[config.mk]
export PLATFORM = sky130hd
export DESIGN_NAME = error_encoder
export DESIGN_NICKNAME = d
export VERILOG_FILES = /design/src/rtl/error_encoder.sv
export SDC_FILE = /design/constraint.sdc
export NUM_CORES = 1
export LEC_CHECK = 0
export CORE_MARGIN = 3
export CORE_UTILIZATION = 32
export CTS_CLUSTER_SIZE = 30
export DETAILED_ROUTE_END_ITERATION = 12
export PLACE_DENSITY_LB_ADDON = 0.2
export SLEW_MARGIN = 20
export SYNTH_ARGS = -nofsm -noshare
export SYNTH_HDL_FRONTEND = slang
export SYNTH_SLANG_ARGS = --single-unit
[constraint.sdc]
create_clock -name clk -period 5.6 [get_ports clk]
set_input_delay 0.56 -clock clk [delete_from_list [all_inputs] [get_ports clk]]
set_output_delay 0.56 -clock clk [all_outputs]
set_load 0.02 [all_outputs]
[src/rtl/error_encoder.sv]
// Priority-serialises latched ERROR/STOP/WARNING requests onto the decoder's 3-bit message bus.
// Latency: request at edge k -> message at edge k+1 when idle; no backpressure, repeat requests coalesce while pending.
module error_encoder #(
    parameter int MSG_LEN = 3,
    parameter int GAP     = 2,
    parameter int CNT_W   = 8
) (
    input  logic             clk,
    input  logic             rst,
    input  logic             err_pending,
    input  logic             err_spill,
    input  logic             err_event,
    input  logic             mem_afull,
    input  logic             energy_err,
    output logic [2:0]       out_bus,
    output logic             busy,
    output logic [CNT_W-1:0] cnt_err,
    output logic [CNT_W-1:0] cnt_stop,
    output logic [CNT_W-1:0] cnt_warn
);

    typedef enum logic [1:0] {S_IDLE, S_SEND, S_GAP} state_t;

    state_t           r_state;
    logic [7:0]       r_phase;
    logic             r_afull_prev;
    logic             r_pend_err;
    logic             r_pend_stop;
    logic             r_pend_warn;
    logic [2:0]       r_out_bus;
    logic             r_busy;
    logic [CNT_W-1:0] r_cnt_err;
    logic [CNT_W-1:0] r_cnt_stop;
    logic [CNT_W-1:0] r_cnt_warn;

    logic       w_req_err;
    logic       w_req_stop;
    logic       w_req_warn;
    logic       w_gnt_err;
    logic       w_gnt_stop;
    logic       w_gnt_warn;
    logic       w_launch;
    logic [1:0] w_code;

    assign w_req_err  = err_pending | err_spill | err_event;
    assign w_req_stop = mem_afull & ~r_afull_prev;
    assign w_req_warn = energy_err;

    assign w_gnt_err  = r_pend_err;
    assign w_gnt_stop = ~r_pend_err & r_pend_stop;
    assign w_gnt_warn = ~r_pend_err & ~r_pend_stop & r_pend_warn;
    assign w_code     = w_gnt_err ? 2'b00 : (w_gnt_stop ? 2'b10 : 2'b11);

    // Launch only from IDLE or the final GAP cycle, so back-to-back spacing is exactly GAP.
    assign w_launch = (r_pend_err | r_pend_stop | r_pend_warn) &
                      ((r_state == S_IDLE) || ((r_state == S_GAP) && (r_phase == 8'(GAP - 1))));

    always_ff @(posedge clk) begin
        if (rst) begin
            r_state      <= S_IDLE;
            r_phase      <= '0;
            r_afull_prev <= 1'b0;
            r_pend_err   <= 1'b0;
            r_pend_stop  <= 1'b0;
            r_pend_warn  <= 1'b0;
            r_out_bus    <= 3'b000;
            r_busy       <= 1'b0;
            r_cnt_err    <= '0;
            r_cnt_stop   <= '0;
            r_cnt_warn   <= '0;
        end else begin
            r_afull_prev <= mem_afull;
            // A request on the grant edge keeps the flag set so another message follows.
            r_pend_err   <= w_req_err  | (r_pend_err  & ~(w_launch & w_gnt_err));
            r_pend_stop  <= w_req_stop | (r_pend_stop & ~(w_launch & w_gnt_stop));
            r_pend_warn  <= w_req_warn | (r_pend_warn & ~(w_launch & w_gnt_warn));

            if (w_launch) begin
                r_state   <= S_SEND;
                r_phase   <= '0;
                r_out_bus <= {1'b1, w_code};
                r_busy    <= 1'b1;
                if (w_gnt_err  && (r_cnt_err  != {CNT_W{1'b1}})) r_cnt_err  <= r_cnt_err  + 1'b1;
                if (w_gnt_stop && (r_cnt_stop != {CNT_W{1'b1}})) r_cnt_stop <= r_cnt_stop + 1'b1;
                if (w_gnt_warn && (r_cnt_warn != {CNT_W{1'b1}})) r_cnt_warn <= r_cnt_warn + 1'b1;
            end else begin
                case (r_state)
                    S_SEND: begin
                        if (r_phase == 8'(MSG_LEN - 1)) begin
                            r_state   <= S_GAP;
                            r_phase   <= '0;
                            r_out_bus <= 3'b000;
                        end else begin
                            r_phase <= r_phase + 8'd1;
                        end
                    end
                    S_GAP: begin
                        if (r_phase == 8'(GAP - 1)) begin
                            r_state <= S_IDLE;
                            r_phase <= '0;
                            r_busy  <= 1'b0;
                        end else begin
                            r_phase <= r_phase + 8'd1;
                        end
                    end
                    default: begin
                        r_phase <= '0;
                    end
                endcase
            end
        end
    end

    assign out_bus  = r_out_bus;
    assign busy     = r_busy;
    assign cnt_err  = r_cnt_err;
    assign cnt_stop = r_cnt_stop;
    assign cnt_warn = r_cnt_warn;

endmodule

==> impl_metrics.env <==
export IMPL_run_status="finished, final reports clean"
export IMPL_rows=28
export IMPL_place_gp_congestion=0.732
export IMPL_grt_first_pass_wirelength_mm=7.92
export IMPL_synth_most_common_cell="dfxtp_1"
export IMPL_p_leak_nw=0.860
export IMPL_viasPerCell=5.25
export IMPL_drc_errors=0
export IMPL_synth_edff_count=0
export IMPL_yosys_top_cells_area="dfxtp_1 (40%), a21oi_1 (5.8%), ha_1 (5.4%), o31ai_1 (4.7%), or4_1 (4.3%)"
export IMPL_hp_start="out_bus[2]"
export IMPL_vias=1839
export IMPL_die_h_um=86.7
export IMPL_hp_class="reg -> reg"
export IMPL_port_buffers=34
export IMPL_drtIter0Drc=84
export IMPL_antenna_found_initial=0
export IMPL_synth_top_area_share_pct=40.3
export IMPL_seq_area_frac_synth_pct=40.3
export IMPL_syn_to_final_growth_pct=24.0
export IMPL_h_tree_depth=2
export IMPL_tightest_slew_ps=1010
export IMPL_grt_usage_pct=13.1
export IMPL_clockRootBuffer="clkbuf_8"
export IMPL_end_kind="flip-flop"
export IMPL_cts_max_path_buffers=2
export IMPL_route_final_wire_length_mm=4.64
export IMPL_postSynthAreaPerCell_sq_um=8.58
export IMPL_fin_skew_ps=11.7
export IMPL_cts_resized=0
export IMPL_antenna_left=0
export IMPL_synth_distinct_cells=39
export IMPL_clk_latency_ps=300
export IMPL_irDropWorstVdd_uv=184
export IMPL_wl_met3_um=274
export IMPL_worstSetupPathType="reg -> reg"
export IMPL_clk_pin_slew_ps=90
export IMPL_dr_wl_met2_mm=1.97
export IMPL_grt_max_degree=49
export IMPL_cp_max_fo=48
export IMPL_worst_r2r_startpoint="r_phase[4]"
export IMPL_cts_made_buffers=5
export IMPL_hold_buffers=0
export IMPL_start_util_pct=34.2
export IMPL_critical_path_required_ps=5780
export IMPL_die_w_um=86.7
export IMPL_worst_hold_path_endpoint="out_bus[2]"
export IMPL_grt_pass1_vias=1680
export IMPL_die_area_sq_um=7520
export IMPL_cp_start_kind="flip-flop"
export IMPL_ioPinCount=35
export IMPL_ff2ff_setup_slack_ps=3430
export IMPL_top_layer="met4"
export IMPL_synthCells=243
export IMPL_yosysTopAreaCell="dfxtp_1"
export IMPL_arrival_ps=2350
export IMPL_total_power_uw=661
export IMPL_layout_setup_ws_ps=3430
export IMPL_rr_worst_depth=5
export IMPL_fmax_mhz=461
export IMPL_dr_pass1_iters=4
export IMPL_synthesis_nets=259
export IMPL_rsz0062_at_grt="false"
export IMPL_postCtsSetupBuffers=0
export IMPL_cts_tree="done"
export IMPL_holdWs_ps=475
export IMPL_power_density_nw_per_um2=256
export IMPL_setup_violations=0
export IMPL_slew_headroom_pct=32.3
export IMPL_synth_seq_cells=42
export IMPL_cap_viol_max_count=0
export IMPL_synthArstFlopShare_pct=0
export IMPL_wl_per_cell_um=13.3
export IMPL_fin_setup_tns_ps=0
export IMPL_hold_viol_final=0
export IMPL_yosysWarningCount=0
export IMPL_period_needed_ps=2170
export IMPL_hold_depth=2
export IMPL_rr_endpoint="cnt_warn[5]"
export IMPL_place_ws_ps=3440
export IMPL_fin_nets=290
export IMPL_hpwl_mm=3.17
export IMPL_n_antenna_cell=0
export IMPL_wl_met1_mm=2.34
export IMPL_netlist_area_sq_um=2080
export IMPL_cts_num_sinks=42
export IMPL_synth_flop_cell="dfxtp_1"
export IMPL_fin_crit_sh_pct=38.7
export IMPL_drive_gt1_share_pct=6.18
export IMPL_grt_overflow_total=0
export IMPL_maxSlewViolCount=0
export IMPL_coreArea_sq_um=6100
export IMPL_synth_commonest_cells="dfxtp_1 (42), a21oi_1 (24), nor2_1 (18)"
export IMPL_fill_cells=609
[report_power, final]
| group | switching, mW | leakage (nW) | internal (mW) | total, mW |
|---|---|---|---|---|
| Sequential | 0.0124 | 0.341 | 0.312 | 0.324 |
| Combinational | 0.0817 | 0.471 | 0.0477 | 0.129 |
| Clock | 0.108 | 0.0482 | 0.0997 | 0.207 |
| Total | 0.202 | 0.860 | 0.459 | 0.661 |
[placed cells by master (no fill, tap or decap), types with 4 or more instances in the layout]
cell / count
nand3_1: 14
xor2_1: 5
dfxtp_1: 42
clkdlybuf4s50_1: 34
or3_1: 5
o21ai_0: 11
inv_1: 11
ha_1: 9
nand4_1: 7
nor2b_1: 6
clkbuf_8: 6
or4_1: 12
a21oi_1: 24
o31ai_1: 13
a31oi_1: 4
nor2_1: 18
nand2_1: 14
mux2_2: 4
[worst max-delay path by stage]
stage | from | endpoint | slack [ps] | depth (start not counted)
6_report | r_phase[4] | cnt_warn[5] | 3430 | 5
5_1_grt | r_phase[3] | r_phase[4] | 3240 | 5
4_1_cts | r_phase[4] | r_phase[4] | 3430 | 5
3_5_place_dp | rst | r_phase[4] | 3440 | 5
3_3_place_gp | rst | r_phase[3] | 3510 | 5
2_1_floorplan | r_phase[4] | cnt_warn[5] | 3720 | 5
[registers in the layout, summed over array words and instances, names as in the netlist]
name          count
r_state           2
cnt_err           8
out_bus           3
r_phase           8
r_pend_warn       1
cnt_stop          8
r_pend_stop       1
r_pend_err        1
r_afull_prev      1
cnt_warn          8
busy              1
[through the flow]
step	util (%)	area [sq um]	instances
6_report	42.4	2580	350
3_3_place_gp	40.9	2490	342
2_1_floorplan	-	2080	243
3_5_place_dp	40.9	2490	342
4_1_cts	42.4	2580	350
5_1_grt	42.4	2580	350
[kinds of logic after synthesis]
kind of cell	count (synthesis)	share of synthesized area, %
adders and majority gates	9	5.40
DFF	42	40.3
AOI/OAI and AO/OA	63	18.7
muxes	6	3.12
buffers and inverters	23	4.26
and+or+nand+nor	94	25.7
xor gates and xnor gates	6	2.52
[critical path: stages (launching register included)]
cell,delay (ps)
dfxtp_1,350
nor4_4,490
a41oi_2,160
buf_4,280
nor4_1,370
mux2_2,370
[layout make-up]
| type | instances | area [sq um] | area share [%] |
|---|---|---|---|
| sequential | 42 | 841 | 32.5 |
| inverter | 11 | 41.3 | 1.60 |
| clock buffer | 7 | 86.3 | 3.34 |
| timing repair buffer | 36 | 355 | 13.7 |
| multi-input combinational | 178 | 1160 | 45.0 |
| tap | 75 | 93.8 | 3.63 |
| clock inverter | 1 | 5.00 | 0.194 |
[metal layers]
layer	GRT usage, %	vias up
li1	-	964
met1	18.0	833
met2	19.5	37
met5	0	-
met3	3.14	5
met4	5.38	0
Power figures use the tool's default switching activity.
